**src/rtl/j1_stack_pkg.sv**
```systemverilog
// Shared definitions for the J1 parametrised stack: delta encodings, move
// classification and the delta sign-extension helper.
package j1_stack_pkg;

  localparam logic [1:0] DELTA_NONE = 2'b00;
  localparam logic [1:0] DELTA_PUSH = 2'b01;
  localparam logic [1:0] DELTA_POP  = 2'b11;
  localparam logic [1:0] DELTA_POP2 = 2'b10;

  typedef enum logic [1:0] {
    MV_OK  = 2'b00,
    MV_OVF = 2'b01,
    MV_UNF = 2'b10
  } move_e;

  // Callers size-cast the 32-bit result down to whatever width they need.
  function automatic logic signed [31:0] sext_delta(input logic [1:0] d);
    return {{30{d[1]}}, d};
  endfunction

endpackage

```
**src/rtl/j1_stack_if.sv**
```systemverilog
// Core-to-stack port bundle: move/write request from the core, stack top and
// occupancy/health status back from the stack.
interface j1_stack_if #(
  parameter int WIDTH = 16,
  parameter int DEPTH = 16
);
  localparam int DW = $clog2(DEPTH) + 1;

  logic             we;
  logic [WIDTH-1:0] wd;
  logic [1:0]       delta;
  logic             clr_err;
  logic [WIDTH-1:0] rd;
  logic [DW-1:0]    depth;
  logic             empty;
  logic             full;
  logic             ovf;
  logic             unf;
  logic [DW-1:0]    hwm;

  modport master (
    output we, wd, delta, clr_err,
    input  rd, depth, empty, full, ovf, unf, hwm
  );

  modport slave (
    input  we, wd, delta, clr_err,
    output rd, depth, empty, full, ovf, unf, hwm
  );

endinterface

```
**src/rtl/j1_stack_regfile.sv**
```systemverilog
// Stack storage: DEPTH x WIDTH cells, one synchronous write port and one
// asynchronous read port. Contents are deliberately not reset.
module j1_stack_regfile #(
  parameter int WIDTH = 16,
  parameter int DEPTH = 16,
  parameter int AW    = $clog2(DEPTH)
) (
  input  logic             clk,
  input  logic             we,
  input  logic [AW-1:0]    waddr,
  input  logic [WIDTH-1:0] wd,
  input  logic [AW-1:0]    raddr,
  output logic [WIDTH-1:0] rd
);

  logic [WIDTH-1:0] mem [DEPTH];

  always_ff @(posedge clk) begin
    if (we) mem[waddr] <= wd;
  end

  assign rd = mem[raddr];

endmodule

```
**src/rtl/j1_stack_unit.sv**
```systemverilog
// Parametrised J1 data/return stack: pointer, occupancy, sticky overflow and
// underflow flags and high-water mark around a register-file store.
module j1_stack_unit
  import j1_stack_pkg::*;
#(
  parameter int WIDTH    = 16,
  parameter int DEPTH    = 16,
  parameter int SATURATE = 0
) (
  input  logic       clk,
  input  logic       rst,
  j1_stack_if.slave  bus
);

  localparam int AW = $clog2(DEPTH);
  localparam int DW = AW + 1;
  localparam int IW = AW + 2;
  localparam logic signed [IW-1:0] DEPTH_S = IW'(DEPTH);

  function automatic logic [DW-1:0] clamp_depth(input logic signed [IW-1:0] s);
    if (s[IW-1])     return '0;
    if (s > DEPTH_S) return DW'(DEPTH);
    return s[DW-1:0];
  endfunction

  logic [AW-1:0]        sp;
  logic [AW-1:0]        sp_mv;
  logic [DW-1:0]        depth_q;
  logic [DW-1:0]        depth_nx;
  logic [DW-1:0]        hwm_q;
  logic [DW-1:0]        hwm_nx;
  logic                 ovf_q;
  logic                 unf_q;
  logic signed [IW-1:0] dx;
  logic signed [IW-1:0] depth_sum;
  move_e                mv;
  logic                 commit;
  logic                 wr_en;

  always_comb begin
    dx        = IW'(sext_delta(bus.delta));
    depth_sum = $signed({1'b0, depth_q}) + dx;
    sp_mv     = sp + AW'(dx);
    mv        = MV_OK;
    if (depth_sum[IW-1])       mv = MV_UNF;
    else if (depth_sum > DEPTH_S) mv = MV_OVF;
    // Wrap mode still performs an illegal move; saturate mode freezes state.
    commit    = (mv == MV_OK) || (SATURATE == 0);
    depth_nx  = commit ? clamp_depth(depth_sum) : depth_q;
    hwm_nx    = (bus.clr_err || (depth_nx > hwm_q)) ? depth_nx : hwm_q;
    wr_en     = bus.we && commit && !rst;
  end

  always_ff @(posedge clk) begin
    if (rst) begin
      sp      <= '0;
      depth_q <= '0;
      hwm_q   <= '0;
      ovf_q   <= 1'b0;
      unf_q   <= 1'b0;
    end else begin
      if (commit) sp <= sp_mv;
      depth_q <= depth_nx;
      hwm_q   <= hwm_nx;
      ovf_q   <= (ovf_q && !bus.clr_err) || (mv == MV_OVF);
      unf_q   <= (unf_q && !bus.clr_err) || (mv == MV_UNF);
    end
  end

  j1_stack_regfile #(
    .WIDTH (WIDTH),
    .DEPTH (DEPTH),
    .AW    (AW)
  ) u_regfile (
    .clk   (clk),
    .we    (wr_en),
    .waddr (sp_mv),
    .wd    (bus.wd),
    .raddr (sp),
    .rd    (bus.rd)
  );

  assign bus.depth = depth_q;
  assign bus.empty = (depth_q == '0);
  assign bus.full  = (depth_q == DW'(DEPTH));
  assign bus.ovf   = ovf_q;
  assign bus.unf   = unf_q;
  assign bus.hwm   = hwm_q;

endmodule
```
**src/flat_wrapper.sv**
```systemverilog
// flat-port wrapper written by rule: the top's interface ports become plain ports
module j1_stack_unit_flat import j1_stack_pkg::*;
#(
  parameter int WIDTH    = 16,
  parameter int DEPTH    = 16,
  parameter int SATURATE = 0
)
  (clk, rst, bus_we, bus_wd, bus_delta, bus_clr_err, bus_rd, bus_depth, bus_empty, bus_full, bus_ovf, bus_unf, bus_hwm);
  j1_stack_if #(.WIDTH(WIDTH), .DEPTH(DEPTH)) bus_i ();
  input  logic clk;
  input  logic rst;
  input wire logic [$bits(bus_i.we)-1:0] bus_we;
  input wire logic [$bits(bus_i.wd)-1:0] bus_wd;
  input wire logic [$bits(bus_i.delta)-1:0] bus_delta;
  input wire logic [$bits(bus_i.clr_err)-1:0] bus_clr_err;
  output wire logic [$bits(bus_i.rd)-1:0] bus_rd;
  output wire logic [$bits(bus_i.depth)-1:0] bus_depth;
  output wire logic [$bits(bus_i.empty)-1:0] bus_empty;
  output wire logic [$bits(bus_i.full)-1:0] bus_full;
  output wire logic [$bits(bus_i.ovf)-1:0] bus_ovf;
  output wire logic [$bits(bus_i.unf)-1:0] bus_unf;
  output wire logic [$bits(bus_i.hwm)-1:0] bus_hwm;
  assign bus_i.we = bus_we;
  assign bus_i.wd = bus_wd;
  assign bus_i.delta = bus_delta;
  assign bus_i.clr_err = bus_clr_err;
  assign bus_rd = bus_i.rd;
  assign bus_depth = bus_i.depth;
  assign bus_empty = bus_i.empty;
  assign bus_full = bus_i.full;
  assign bus_ovf = bus_i.ovf;
  assign bus_unf = bus_i.unf;
  assign bus_hwm = bus_i.hwm;
  j1_stack_unit #(.WIDTH(WIDTH), .DEPTH(DEPTH), .SATURATE(SATURATE)) u_core (.clk(clk), .rst(rst), .bus(bus_i));
endmodule
```
**config.mk**
```make
export PLATFORM = sky130hd
export DESIGN_NAME = j1_stack_unit_flat
export DESIGN_NICKNAME = d
export VERILOG_FILES = /design/src/rtl/j1_stack_pkg.sv /design/src/rtl/j1_stack_if.sv /design/src/rtl/j1_stack_regfile.sv /design/src/rtl/j1_stack_unit.sv /design/src/flat_wrapper.sv
export SDC_FILE = /design/constraint.sdc
export NUM_CORES = 1
export LEC_CHECK = 0
export CAP_MARGIN = 25
export CORE_AREA = 3 3 152 154
export CTS_CLUSTER_SIZE = 40
export DETAILED_ROUTE_END_ITERATION = 7
export DIE_AREA = 0 0 155 157
export PLACE_DENSITY = 0.67
export RECOVER_POWER = 25
export SLEW_MARGIN = 20
export SYNTH_ARGS = -nofsm -noshare
export SYNTH_HDL_FRONTEND = slang
export SYNTH_SLANG_ARGS = --single-unit
```
**constraint.sdc**
```tcl
create_clock -name clk -period 5 [get_ports clk]
set_clock_uncertainty 0.2 [all_clocks]
set_input_delay 1 -clock clk [delete_from_list [all_inputs] [get_ports clk]]
set_output_delay 1 -clock clk [all_outputs]
set_load 0.01 [all_outputs]
```
==> results of run 1 <==
[metal layers]
layer / global-route usage [%] / up-vias / part of all wire [%]
met5: 0 / - / 0
met1: 26.4 / 2770 / 41
met2: 31.8 / 140 / 51
met4: 4.16 / 0 / 1.7
li1: - / 2256 / -
met3: 2.69 / 29 / 5.6
[worst max-delay path: stages]
cell	delay, ps
clkdlybuf4s50_1	570
buf_4	220
ha_1	300
and4_1	240
o31a_1	270
o21ai_2	340
nor2_1	100
ha_1	330
a211oi_1	280
a21oi_1	130
or4b_2	620
o41ai_1	100
[cell usage in the layout (no fill, tap or decap), types with 2 or more instances in the layout]
| cell type | n |
|---|---|
| fa_1 | 2 |
| clkbuf_16 | 27 |
| nor3_1 | 4 |
| inv_6 | 2 |
| clkinv_2 | 6 |
| edfxtp_1 | 256 |
| clkinv_1 | 5 |
| o41ai_1 | 2 |
| buf_12 | 12 |
| dlygate4sd3_1 | 9 |
| dfxtp_1 | 14 |
| clkbuf_1 | 2 |
| ha_1 | 13 |
| nor2_2 | 15 |
| a31oi_1 | 2 |
| nand2_1 | 4 |
| nor2_1 | 15 |
| clkdlybuf4s50_1 | 42 |
| clkinv_4 | 2 |
| mux4_2 | 50 |
| a21oi_1 | 3 |
| bufinv_16 | 2 |
| nor2b_1 | 4 |
| clkinvlp_4 | 4 |
| inv_1 | 8 |
| mux4_1 | 30 |
| o32ai_1 | 2 |
| buf_4 | 22 |
| xnor2_1 | 4 |
| or2_2 | 3 |
| nand2b_1 | 4 |
| or4_1 | 2 |
| a21o_1 | 3 |
[state kept, by name, indices dropped and copies added (netlist names)]
| register | cells |
|---|---|
| u_core.u_regfile.mem | 256 |
| u_core.bus.hwm | 5 |
| u_core.bus.ovf | 1 |
| u_core.bus.unf | 1 |
| u_core.bus.depth | 5 |
| u_core.sp | 4 |
[area by class of cell]
cell class              instances  area share, %
inverters                       8          0.233
clock buffers                  29           5.31
flip-flops and latches        272           62.2
repair buffers                 85           7.11
diodes                          1         0.0194
well taps                     280           2.72
clock inverters                21           1.35
multi-input cells             184           21.0
[worst paths after layout]
path                       start                end  depth (start not counted)
max reg2reg  u_core.bus.depth[1]  u_core.bus.hwm[0]                         11
min               u_core.bus.ovf     u_core.bus.ovf                          2
max                 bus_delta[1]  u_core.bus.hwm[0]                         12
min reg2reg       u_core.bus.ovf     u_core.bus.ovf                          2
[through the flow]
stage | hold slack [ps] | setup WS [ps] | util, % | std cells | total power [mW]
final | 255 | 705 | 59.0 | 880 | 5.43
after global routing | 282 | 571 | 59.0 | 879 | 5.63
after CTS | 259 | 672 | 59.0 | 879 | 5.48
after detailed placement | 239 | 254 | 55.1 | 829 | 3.55
after global placement | 236 | 447 | 55.1 | 829 | 3.53
after floorplan | 275 | 912 | - | 485 | 3.16
[kinds of logic (layout without fill, tap and decap cells)]
| group | Yosys count | after routing |
|---|---|---|
| xor gates and xnor gates | 6 | 6 |
| DFF | 272 | 272 |
| buffers and inverters | 29 | 143 |
| and+or+nand+nor | 61 | 61 |
| AOI/OAI and AO/OA | 21 | 21 |
| muxes | 81 | 81 |
| adders and majority gates | 15 | 15 |
| other | 0 | 1 |
[power by group through the flow]
| stage | clock [mW] | combinational (mW) | sequential (mW) |
|---|---|---|---|
| 2_1_floorplan | 0 | 0.512 | 2.65 |
| 3_3_place_gp | 0 | 0.845 | 2.68 |
| 3_5_place_dp | 0 | 0.865 | 2.69 |
| 4_1_cts | 1.97 | 0.871 | 2.64 |
| 5_1_grt | 2.07 | 0.914 | 2.64 |
| 6_report | 1.94 | 0.854 | 2.64 |
==> summary.md, run 1 <==
| Metric | Value |
|---|---|
| Status | `complete, no violations` |
| Fill count | `1534` |
| Synth area leader | `edfxtp_1` |
| Clk network pwr share | `35.7%` |
| GR Overflow Total | `0` |
| DRT iter0 DRCs | `between 400 and 500` |
| Clock Path Buffers | `3` |
| Area growth syn-to-layout | `18.4%` |
| Final setup violation count | `0` |
| Cell Area, Synth | `0.0109 sq mm` |
| Switching power | `1.31 mW` |
| Gpl congestion | `0.762` |
| CTS tree | `built` |
| Port-buffer cells | `between 50 and 60` |
| Io pins | `52` |
| Register-to-register setup slack | `1430 ps` |
| Post-synthesis adder-cell area fraction | `1.86%` |
| Die area | `0.0243 sq mm` |
| Crit-path max FO | `9` |
| Routed WL | `22.2 mm` |
| Via density | `between 5 and 6` |
| Switching Share | `24.2%` |
| Post-CTS Repair Setup Buffers | `0` |
| CP arrival | `4510 ps` |
| HP Class | `reg -> reg` |
| GRT Util Overall | `18.8%` |
| 1st-pass router iterations | `5` |
| Area of the multi-input gates | `around 0.0027 sq mm` |
| Post-synth top flop | `edfxtp_1` |
| Yosys reg bits | `approximately 270` |
| H-tree levels | `1` |
| Fin area | `0.0129 sq mm` |
| Hold Violations, Final | `0` |
| Ys async rst share | `0%` |
| Internal | `4.12 mW` |
| Mux cell area share after synthesis | `17.7%` |
| Fmax | `0.233 GHz` |
| Dpl cell area | `0.0120 sq mm` |
| Setup crit start kind | `input pin` |
| Post-CTS sizing | `0` |
| First-pass GRT wire length | `between 30 and 40 mm` |
| Synth Instances | `485` |
| Post-synth top area share | `70.7%` |
| Syn_nets | `522` |
| Critical path class | `in -> reg` |
| YS warnings | `0` |
| Core area | `0.0218 sq mm` |
| Comb power frac | `between 15 and 20%` |
| Initial Util | `between 40% and 50%` |
| Simple-Gate Fraction of Synth Area | `2.87%` |
| Relative slew slack | `between 40% and 50%` |
| Slew Limit Fails | `0` |
| Nets | `615` |
| Remaining antenna violation count | `0` |
| # rows | `54` |
| Unrepaired setup endpoints after global routing | `no` |
| Largest net degree at the start of global routing | `37` |
| P_leak | `4.16 nW` |
| Largest family of logic cells by synthesized area | `multiplexers` |
| WL/cell | `25.2 um` |
| TritonCTS Buffers | `27` |
| DP Wirelength | `approximately 13 mm` |
| Worst-Skew Late Latency | `530 ps` |
| Post-Synth XOR/XNOR Area | `0.552%` |
| Largest cells by area after synthesis | `edfxtp_1 (71%), mux4_2 (10%), mux4_1 (7.2%), dfxtp_1 (2.9%), ha_1 (1.5%)` |
| Sink Count | `272` |
| Ratio of cells with drive above 1 in the final layout | `approximately a quarter` |
| Chip width | `155 um` |
| Least-Margin Pin Slew | `779 ps` |
| Final Cycle Share | `a little under nine tenths` |
| Initial antenna violation count | `0` |
| Nature of the critical path endpoint | `register` |
| Via count | `roughly 5200` |
| Clk slew on worst S/H paths | `60 ps` |
| Syn avg cell area | `22.4 sq um` |
| Sequential fraction of the synthesis area | `about 74%` |
| Sequential Power Share | `48.6%` |
| Post-synth EDFFs | `256` |
| Die height | `157 um` |
| Top-count cell post-synth | `edfxtp_1` |
| Req. time, crit path | `5210 ps` |
| Hold buffers post-CTS | `0` |
| Vias in the first global route | `5600` |
| Register area | `about 0.0080 sq mm` |
| Worst vdd ir | `0.000222 V` |
| Root Driver | `clkbuf_16` |
| DRC Markers | `0` |
| Max cap viols | `0` |
| Pwr Density | `422 mW/mm^2` |
| Min Tclk post-route | `~4300 ps` |
| Yosys cell types | `47` |
| Setup_tns | `0 ps` |
| Post-synthesis compound-gate area fraction | `1.59%` |
| Commonest cells post-synth | `edfxtp_1 (256), mux4_2 (50), mux4_1 (30), nor2_1 (30), dfxtp_1 (16)` |
Power figures use the tool's default switching activity.
==> inputs of run 2 (changes only) <==
--- a/config.mk
+++ b/config.mk
@@ -6,11 +6,11 @@
 export NUM_CORES = 1
 export LEC_CHECK = 0
 export CAP_MARGIN = 25
-export CORE_AREA = 3 3 152 154
+export CORE_AREA = 3 3 157 159
 export CTS_CLUSTER_SIZE = 40
 export DETAILED_ROUTE_END_ITERATION = 7
-export DIE_AREA = 0 0 155 157
-export PLACE_DENSITY = 0.67
+export DIE_AREA = 0 0 160 162
+export HOLD_SLACK_MARGIN = 0.02
 export RECOVER_POWER = 25
 export SLEW_MARGIN = 20
 export SYNTH_ARGS = -nofsm -noshare
==> run 2 against run 1 <==
Compared with the run above:
- flip-flop and latch count unchanged
- register-to-register slack gained 70 ps
- worst hold slack lost 3.1 ps
- sequential power about the same
- global-route usage is 1.0 points lower
- via count decreased by 1.5%
- utilization shrank 4.0 points
- highest routed layer unchanged
==> summary.md, run 2 (synthesis results as in run 1) <==
| Metric | Value |
|---|---|
| Crit path cell chain | `buf_12 > mux4_1 > mux4_2 > clkdlybuf4s50_1 (was clkdlybuf4s50_1 > buf_4 > ha_1 > and4_1 > o31a_1 > o21ai_2 > nor2_1 > ha_1 > a211oi_1 > a21oi_1 > or4b_2 > o41ai_1)` |
| Switching Share | `23.5% (was 24.2%)` |
| Hold Violations, Final | `0 (unchanged)` |
| Req. time, crit path | `3800 ps (was 5210 ps)` |
| Gpl congestion | `0.743 (was 0.762)` |
| Vias in the first global route | `5534 (was 5600)` |
| Least-Margin Pin Slew | `653 ps (was 779 ps)` |
| Slowest stage cell, crit path | `dfxtp_4 (was or4b_2)` |
| HP Class | `reg -> reg (unchanged)` |
| Hold slack | `252 ps (was 255 ps)` |
| Nature of the critical path endpoint | `primary output (was register)` |
| Worst-Skew Late Latency | `520 ps (was 530 ps)` |
| Critical Path End | `bus_rd[14] (was u_core.bus.hwm[0])` |
| Setup_tns | `0 ps (unchanged)` |
| Unrepaired setup endpoints after global routing | `no (unchanged)` |
| DRT iter0 DRCs | `295 (was 457)` |
| Internal | `4.16 mW (was 4.12 mW)` |
| Switching power | `1.28 mW (was 1.31 mW)` |
| Pwr Density | `423 mW/mm^2 (was 422 mW/mm^2)` |
| Final setup violation count | `0 (unchanged)` |
| Top reg by flops | `u_core.u_regfile.mem (unchanged)` |
| Remaining antenna violation count | `0 (unchanged)` |
| Critical path class | `reg -> out (was in -> reg)` |
| Ratio of cells with drive above 1 in the final layout | `25.1% (was 25.9%)` |
| Hold buffers post-CTS | `0 (unchanged)` |
| H-tree levels | `1 (unchanged)` |
| Port-buffer cells | `51 (unchanged)` |
| Fmax | `0.229 GHz (was 0.233 GHz)` |
| Relative slew slack | `56.5% (was 48.0%)` |
| WL/cell | `24.1 um (was 25.2 um)` |
| Initial antenna violation count | `0 (unchanged)` |
| First-pass GRT wire length | `34.5 mm (was 34.1 mm)` |
| Post-CTS sizing | `0 (unchanged)` |
| Chip width | `160 um (was 155 um)` |
| Layout Cells excl Fill | `924 (was 880)` |
| Min Tclk post-route | `4380 ps (was 4300 ps)` |
| Diode count | `0 (was 1)` |
| CP Depth | `4 (was 12)` |
| Die area | `0.0259 sq mm (was 0.0243 sq mm)` |
| Core area | `0.0234 sq mm (was 0.0218 sq mm)` |
| Area growth syn-to-layout | `18.4% (about the same)` |
| Max cap viols | `0 (unchanged)` |
| GRT Util Overall | `17.7% (was 18.8%)` |
| Crit-path max FO | `30 (was 9)` |
| Via density | `5.54 (was 5.90)` |
| Io pins | `52 (unchanged)` |
| Slew Limit Fails | `0 (unchanged)` |
| DRC Markers | `0 (unchanged)` |
| CTS tree | `built (unchanged)` |
| CP delay by family, top | `multiplexers (was compound AO/OA/AOI/OAI gates)` |
| Layout Utilization | `55.0% (was 59.0%)` |
| Clock Path Buffers | `3 (unchanged)` |
| Comb power frac | `15.5% (was 15.7%)` |
| Nets | `620 (was 615)` |
| Setup crit start kind | `register (was input pin)` |
| Most common cell after layout, fill and taps aside | `edfxtp_1 (unchanged)` |
| Die height | `162 um (was 157 um)` |
| Beginning of the critical path | `u_core.sp[0] (was bus_delta[1])` |
| Fill count | `1820 (was 1534)` |
| DP Wirelength | `13.5 mm (was 13.4 mm)` |
| Register-to-register setup slack | `1500 ps (was 1430 ps)` |
| Sequential Power Share | `48.3% (was 48.6%)` |
| CP arrival | `3180 ps (was 4510 ps)` |
| Worst hold path depth | `2 (unchanged)` |
| Post-CTS Repair Setup Buffers | `0 (unchanged)` |
| Final Cycle Share | `87.5% (was 85.9%)` |
| 1st-pass router iterations | `4 (was 5)` |
| Root Driver | `clkbuf_16 (unchanged)` |
| Worst r2r path cells | `12 (was 11)` |
| Most frequent cells in the layout | `edfxtp_1 (256), mux4_2 (50), clkdlybuf4s50_1 (41) (was edfxtp_1 (256), mux4_2 (50), clkdlybuf4s50_1 (42))` |
| Status | `complete, no violations (unchanged)` |
| Slowest stage delay, CP | `760 ps (was 620 ps)` |
| Via count | `5118 (was 5195)` |
| GR Overflow Total | `0 (unchanged)` |
| Worst reg2reg path startpoint | `u_core.bus.depth[3] (was u_core.bus.depth[1])` |
| Worst path bufs/invs | `2 (unchanged)` |
| TritonCTS Buffers | `29 (was 27)` |
| # rows | `56 (was 54)` |
| Worst r2r dst | `u_core.bus.hwm[0] (unchanged)` |
| Max reg flops | `256 (unchanged)` |
| Routed WL | `22.3 mm (was 22.2 mm)` |
| Clk network pwr share | `36.1% (was 35.7%)` |
| Sink Count | `272 (unchanged)` |
| P_leak | `4.17 nW (was 4.16 nW)` |
| Post-Place Cells | `871 (was 829)` |
| Clk slew on worst S/H paths | `60 ps (about the same)` |
| Worst vdd ir | `0.000215 V (was 0.000222 V)` |
| Initial Util | `46.5% (was 49.8%)` |
| Largest net degree at the start of global routing | `35 (was 37)` |
-- run 2: cell types whose count changed in the layout (fill, tap and decap cells not counted), moves of 2 or more --
| cell | change |
|---|---|
| clkinv_4 | -2 |
| clkinv_2 | -2 |
| buf_4 | +11 |
| clkbuf_16 | +2 |
| clkbuf_1 | +4 |
| clkinv_1 | +6 |
| inv_6 | -2 |
| buf_12 | -8 |
| clkinvlp_4 | -3 |
-- run 2: worst min-delay path by stage --
stage,slack [ps],from,end
6_report,250,u_core.bus.ovf,u_core.bus.ovf
5_1_grt,270,u_core.bus.ovf,u_core.bus.ovf
4_1_cts,260,u_core.bus.ovf,u_core.bus.ovf
3_5_place_dp,240,u_core.bus.ovf,u_core.bus.ovf
3_3_place_gp,240,u_core.bus.ovf,u_core.bus.ovf
2_1_floorplan,270,u_core.bus.ovf,u_core.bus.ovf
-- run 2: per-stage QoR --
stage	cell area [sq um]	power (mW)	setup WS, ps
floorplan	10900	3.16	912
CTS	12900	5.51	559
detailed placement	12000	3.54	319
global route	12900	5.66	505
finish	12900	5.44	625
global placement	12000	3.52	498
-- run 2: power by group through the flow --
stage / Sequential [mW] / Combinational, mW / Clock, mW
after floorplan: 2.65 / 0.512 / 0
after global placement: 2.67 / 0.844 / 0
after detailed placement: 2.68 / 0.858 / 0
after CTS: 2.63 / 0.861 / 2.01
after global routing: 2.64 / 0.913 / 2.11
final: 2.63 / 0.845 / 1.97
-- run 2: per-layer routing --
layer  GRT usage [%]  vias up  share of wire (%)
li1                -     2260                  -
met4            4.42        0                2.1
met2            29.3      132                 49
met5               0        -                  0
met3            3.01       38                5.1
met1            24.9     2688                 44
-- run 2: cell type report --
| class | instances | area, sq um | area share, % |
|---|---|---|---|
| Clock inverter | 18 | 129 | 1.00 |
| Timing Repair Buffer | 88 | 838 | 6.51 |
| Sequential cell | 272 | 8010 | 62.3 |
| Multi-Input combinational cell | 184 | 2710 | 21.1 |
| Clock buffer | 35 | 748 | 5.81 |
| Tap cell | 319 | 399 | 3.10 |
| Inverter | 8 | 30.0 | 0.233 |
-- run 2: worst register-to-register path, cell delays in order, from the launching register on --
cell      delay (ps)
dfxtp_1          320
ha_1             350
a21o_1           190
and2_1           190
o31a_1           300
o21ai_2          320
nor2_1           100
ha_1             300
nor2b_1          140
o211ai_1         170
a21oi_1          120
or4b_2           610
o41ai_1           80
==> inputs of run 3 (changes only) <==
--- a/config.mk
+++ b/config.mk
@@ -11,6 +11,7 @@
 export DETAILED_ROUTE_END_ITERATION = 7
 export DIE_AREA = 0 0 160 162
 export HOLD_SLACK_MARGIN = 0.02
+export PLACE_DENSITY = 0.61
 export RECOVER_POWER = 25
 export SLEW_MARGIN = 20
 export SYNTH_ARGS = -nofsm -noshare
==> run 3 against run 2 <==
Compared with the run above:
- sequential share of layout area about the same
- count of clock-buffer cells in the layout decreased by 1
- first-iteration DRC count increased by 40%
- sequential power about the same
- via count increased by 0.45%
- power decreased by 0.79%
- utilization about the same
- critical path type unchanged
- largest power group unchanged
==> summary.md, run 3 (synthesis results as in run 1) <==
| Metric | Value |
|---|---|
| Clk network pwr share | `35.5% (was 36.1%)` |
| Sequential Power Share | `49.2% (was 48.3%)` |
| Sink Count | `272 (unchanged)` |
| Hold buffers post-CTS | `0 (unchanged)` |
| Core area | `0.0234 sq mm (unchanged)` |
| H-tree levels | `1 (unchanged)` |
| Fmax | `0.226 GHz (was 0.229 GHz)` |
| Switching Share | `23.8% (was 23.5%)` |
| Slowest stage delay, CP | `840 ps (was 760 ps)` |
| Vias in the first global route | `5572 (was 5534)` |
| Unrepaired setup endpoints after global routing | `no (unchanged)` |
| Relative slew slack | `46.6% (was 56.5%)` |
| Area growth syn-to-layout | `18.4% (about the same)` |
| Nets | `619 (was 620)` |
| Ratio of cells with drive above 1 in the final layout | `25.6% (was 25.1%)` |
| Setup_tns | `0 ps (unchanged)` |
| Root Driver | `clkbuf_16 (unchanged)` |
| Status | `complete, no violations (unchanged)` |
| Chip width | `160 um (unchanged)` |
| Crit-path max FO | `39 (was 30)` |
| Worst path bufs/invs | `2 (unchanged)` |
| Req. time, crit path | `3800 ps (about the same)` |
| Clk slew on worst S/H paths | `60 ps (about the same)` |
| Remaining antenna violation count | `0 (unchanged)` |
| 1st-pass router iterations | `4 (unchanged)` |
| Io pins | `52 (unchanged)` |
| Diode count | `0 (unchanged)` |
| Min Tclk post-route | `4430 ps (was 4380 ps)` |
| TritonCTS Buffers | `28 (was 29)` |
| DRC Markers | `0 (unchanged)` |
| Gpl congestion | `0.753 (was 0.743)` |
| Slew Limit Fails | `0 (unchanged)` |
| Max cap viols | `0 (unchanged)` |
| Final setup violation count | `0 (unchanged)` |
| Switching power | `1.28 mW (about the same)` |
| P_leak | `4.17 nW (about the same)` |
| Via count | `5141 (was 5118)` |
| Pwr Density | `419 mW/mm^2 (was 423 mW/mm^2)` |
| Die height | `162 um (unchanged)` |
| GR Overflow Total | `0 (unchanged)` |
| First-pass GRT wire length | `34.0 mm (was 34.5 mm)` |
| Crit path cell chain | `buf_4 > mux4_1 > mux4_2 > clkdlybuf4s50_1 (was buf_12 > mux4_1 > mux4_2 > clkdlybuf4s50_1)` |
| CP delay by family, top | `multiplexers (unchanged)` |
| HP Class | `reg -> reg (unchanged)` |
| Internal | `4.11 mW (was 4.16 mW)` |
| Worst reg2reg path startpoint | `u_core.bus.depth[3] (unchanged)` |
| # rows | `56 (unchanged)` |
| Hold Violations, Final | `0 (unchanged)` |
| CP arrival | `3230 ps (was 3180 ps)` |
| Max reg flops | `256 (unchanged)` |
| Slowest stage cell, crit path | `dfxtp_4 (unchanged)` |
| Least-Margin Pin Slew | `800 ps (was 653 ps)` |
| Min-delay src | `u_core.bus.ovf (unchanged)` |
| Post-CTS Repair Setup Buffers | `0 (unchanged)` |
| Hold slack | `269 ps (was 252 ps)` |
| Final Cycle Share | `88.5% (was 87.5%)` |
| Worst-Skew Late Latency | `530 ps (was 520 ps)` |
| Largest net degree at the start of global routing | `49 (was 35)` |
| Beginning of the critical path | `u_core.sp[0] (unchanged)` |
| Die area | `0.0259 sq mm (unchanged)` |
| Most frequent cells in the layout | `edfxtp_1 (256), mux4_2 (50), clkdlybuf4s50_1 (41) (unchanged)` |
| Port-buffer cells | `51 (unchanged)` |
| Setup crit start kind | `register (unchanged)` |
| Top reg by flops | `u_core.u_regfile.mem (unchanged)` |
| WL/cell | `24.1 um (about the same)` |
| Post-CTS sizing | `0 (unchanged)` |
| Worst vdd ir | `0.000237 V (was 0.000215 V)` |
| DP Wirelength | `13.6 mm (was 13.5 mm)` |
| DRT iter0 DRCs | `414 (was 295)` |
| Most common cell after layout, fill and taps aside | `edfxtp_1 (unchanged)` |
| Routed WL | `22.2 mm (was 22.3 mm)` |
| GRT Util Overall | `17.4% (was 17.7%)` |
| Nature of the critical path endpoint | `primary output (unchanged)` |
| Initial Util | `46.5% (unchanged)` |
| CTS tree | `built (unchanged)` |
| Comb power frac | `15.3% (was 15.5%)` |
| Via density | `5.58 (was 5.54)` |
| Initial antenna violation count | `0 (unchanged)` |
| Clock Path Buffers | `3 (unchanged)` |
| Critical path class | `reg -> out (unchanged)` |
==> run 3: power groups by stage <==
| stage | Combinational, mW | Clock (mW) | Sequential (mW) |
|---|---|---|---|
| 6_report | 0.824 | 1.92 | 2.66 |
| 3_5_place_dp | 0.836 | 0 | 2.71 |
| 2_1_floorplan | 0.512 | 0 | 2.65 |
| 5_1_grt | 0.881 | 2.06 | 2.67 |
| 4_1_cts | 0.839 | 1.97 | 2.66 |
| 3_3_place_gp | 0.819 | 0 | 2.70 |
==> run 3: area by class of cell <==
type                    instances  area, sq um
clock buffers                  34          744
well taps                     319          399
multi-input cells             184         2710
flip-flops and latches        272         8010
repair buffers                 88          876
fillers                      1868        10500
inverters                       8         30.0
clock inverters                16          104
==> run 3: tightest hold or removal path, delay by kind of cell, from the launching register on <==
kind / cells / cell delay (ps)
AOI/OAI and AO/OA: 1 / 60
and+or+nand+nor: 1 / 50
DFF: 1 / 310
==> run 3: stage by stage <==
step	cells	setup WS, ps	utilization [%]	power [mW]	cell area [sq um]
after global placement	871	450	51.4	3.52	12000
after CTS	921	469	55.0	5.47	12900
final	921	573	55.0	5.40	12900
after detailed placement	871	234	51.4	3.54	12000
after floorplan	485	912	-	3.16	10900
after global routing	921	436	55.0	5.61	12900
==> run 3: per-layer routing <==
layer  part of all wire (%)  track usage, %  vias to the layer above
met1                     44            24.7                     2746
met5                      0               0                        -
met2                     50            28.9                      102
li1                       -               -                     2269
met4                    1.5            4.34                        0
met3                    4.2            2.50                       24
==> run 3: worst paths after layout <==
kind         depth (start not counted)  slack, ps                end
max reg2reg                         13       1470  u_core.bus.hwm[2]
min reg2reg                          2        270     u_core.bus.ovf
max                                  4        570          bus_rd[1]
min                                  2        270     u_core.bus.ovf
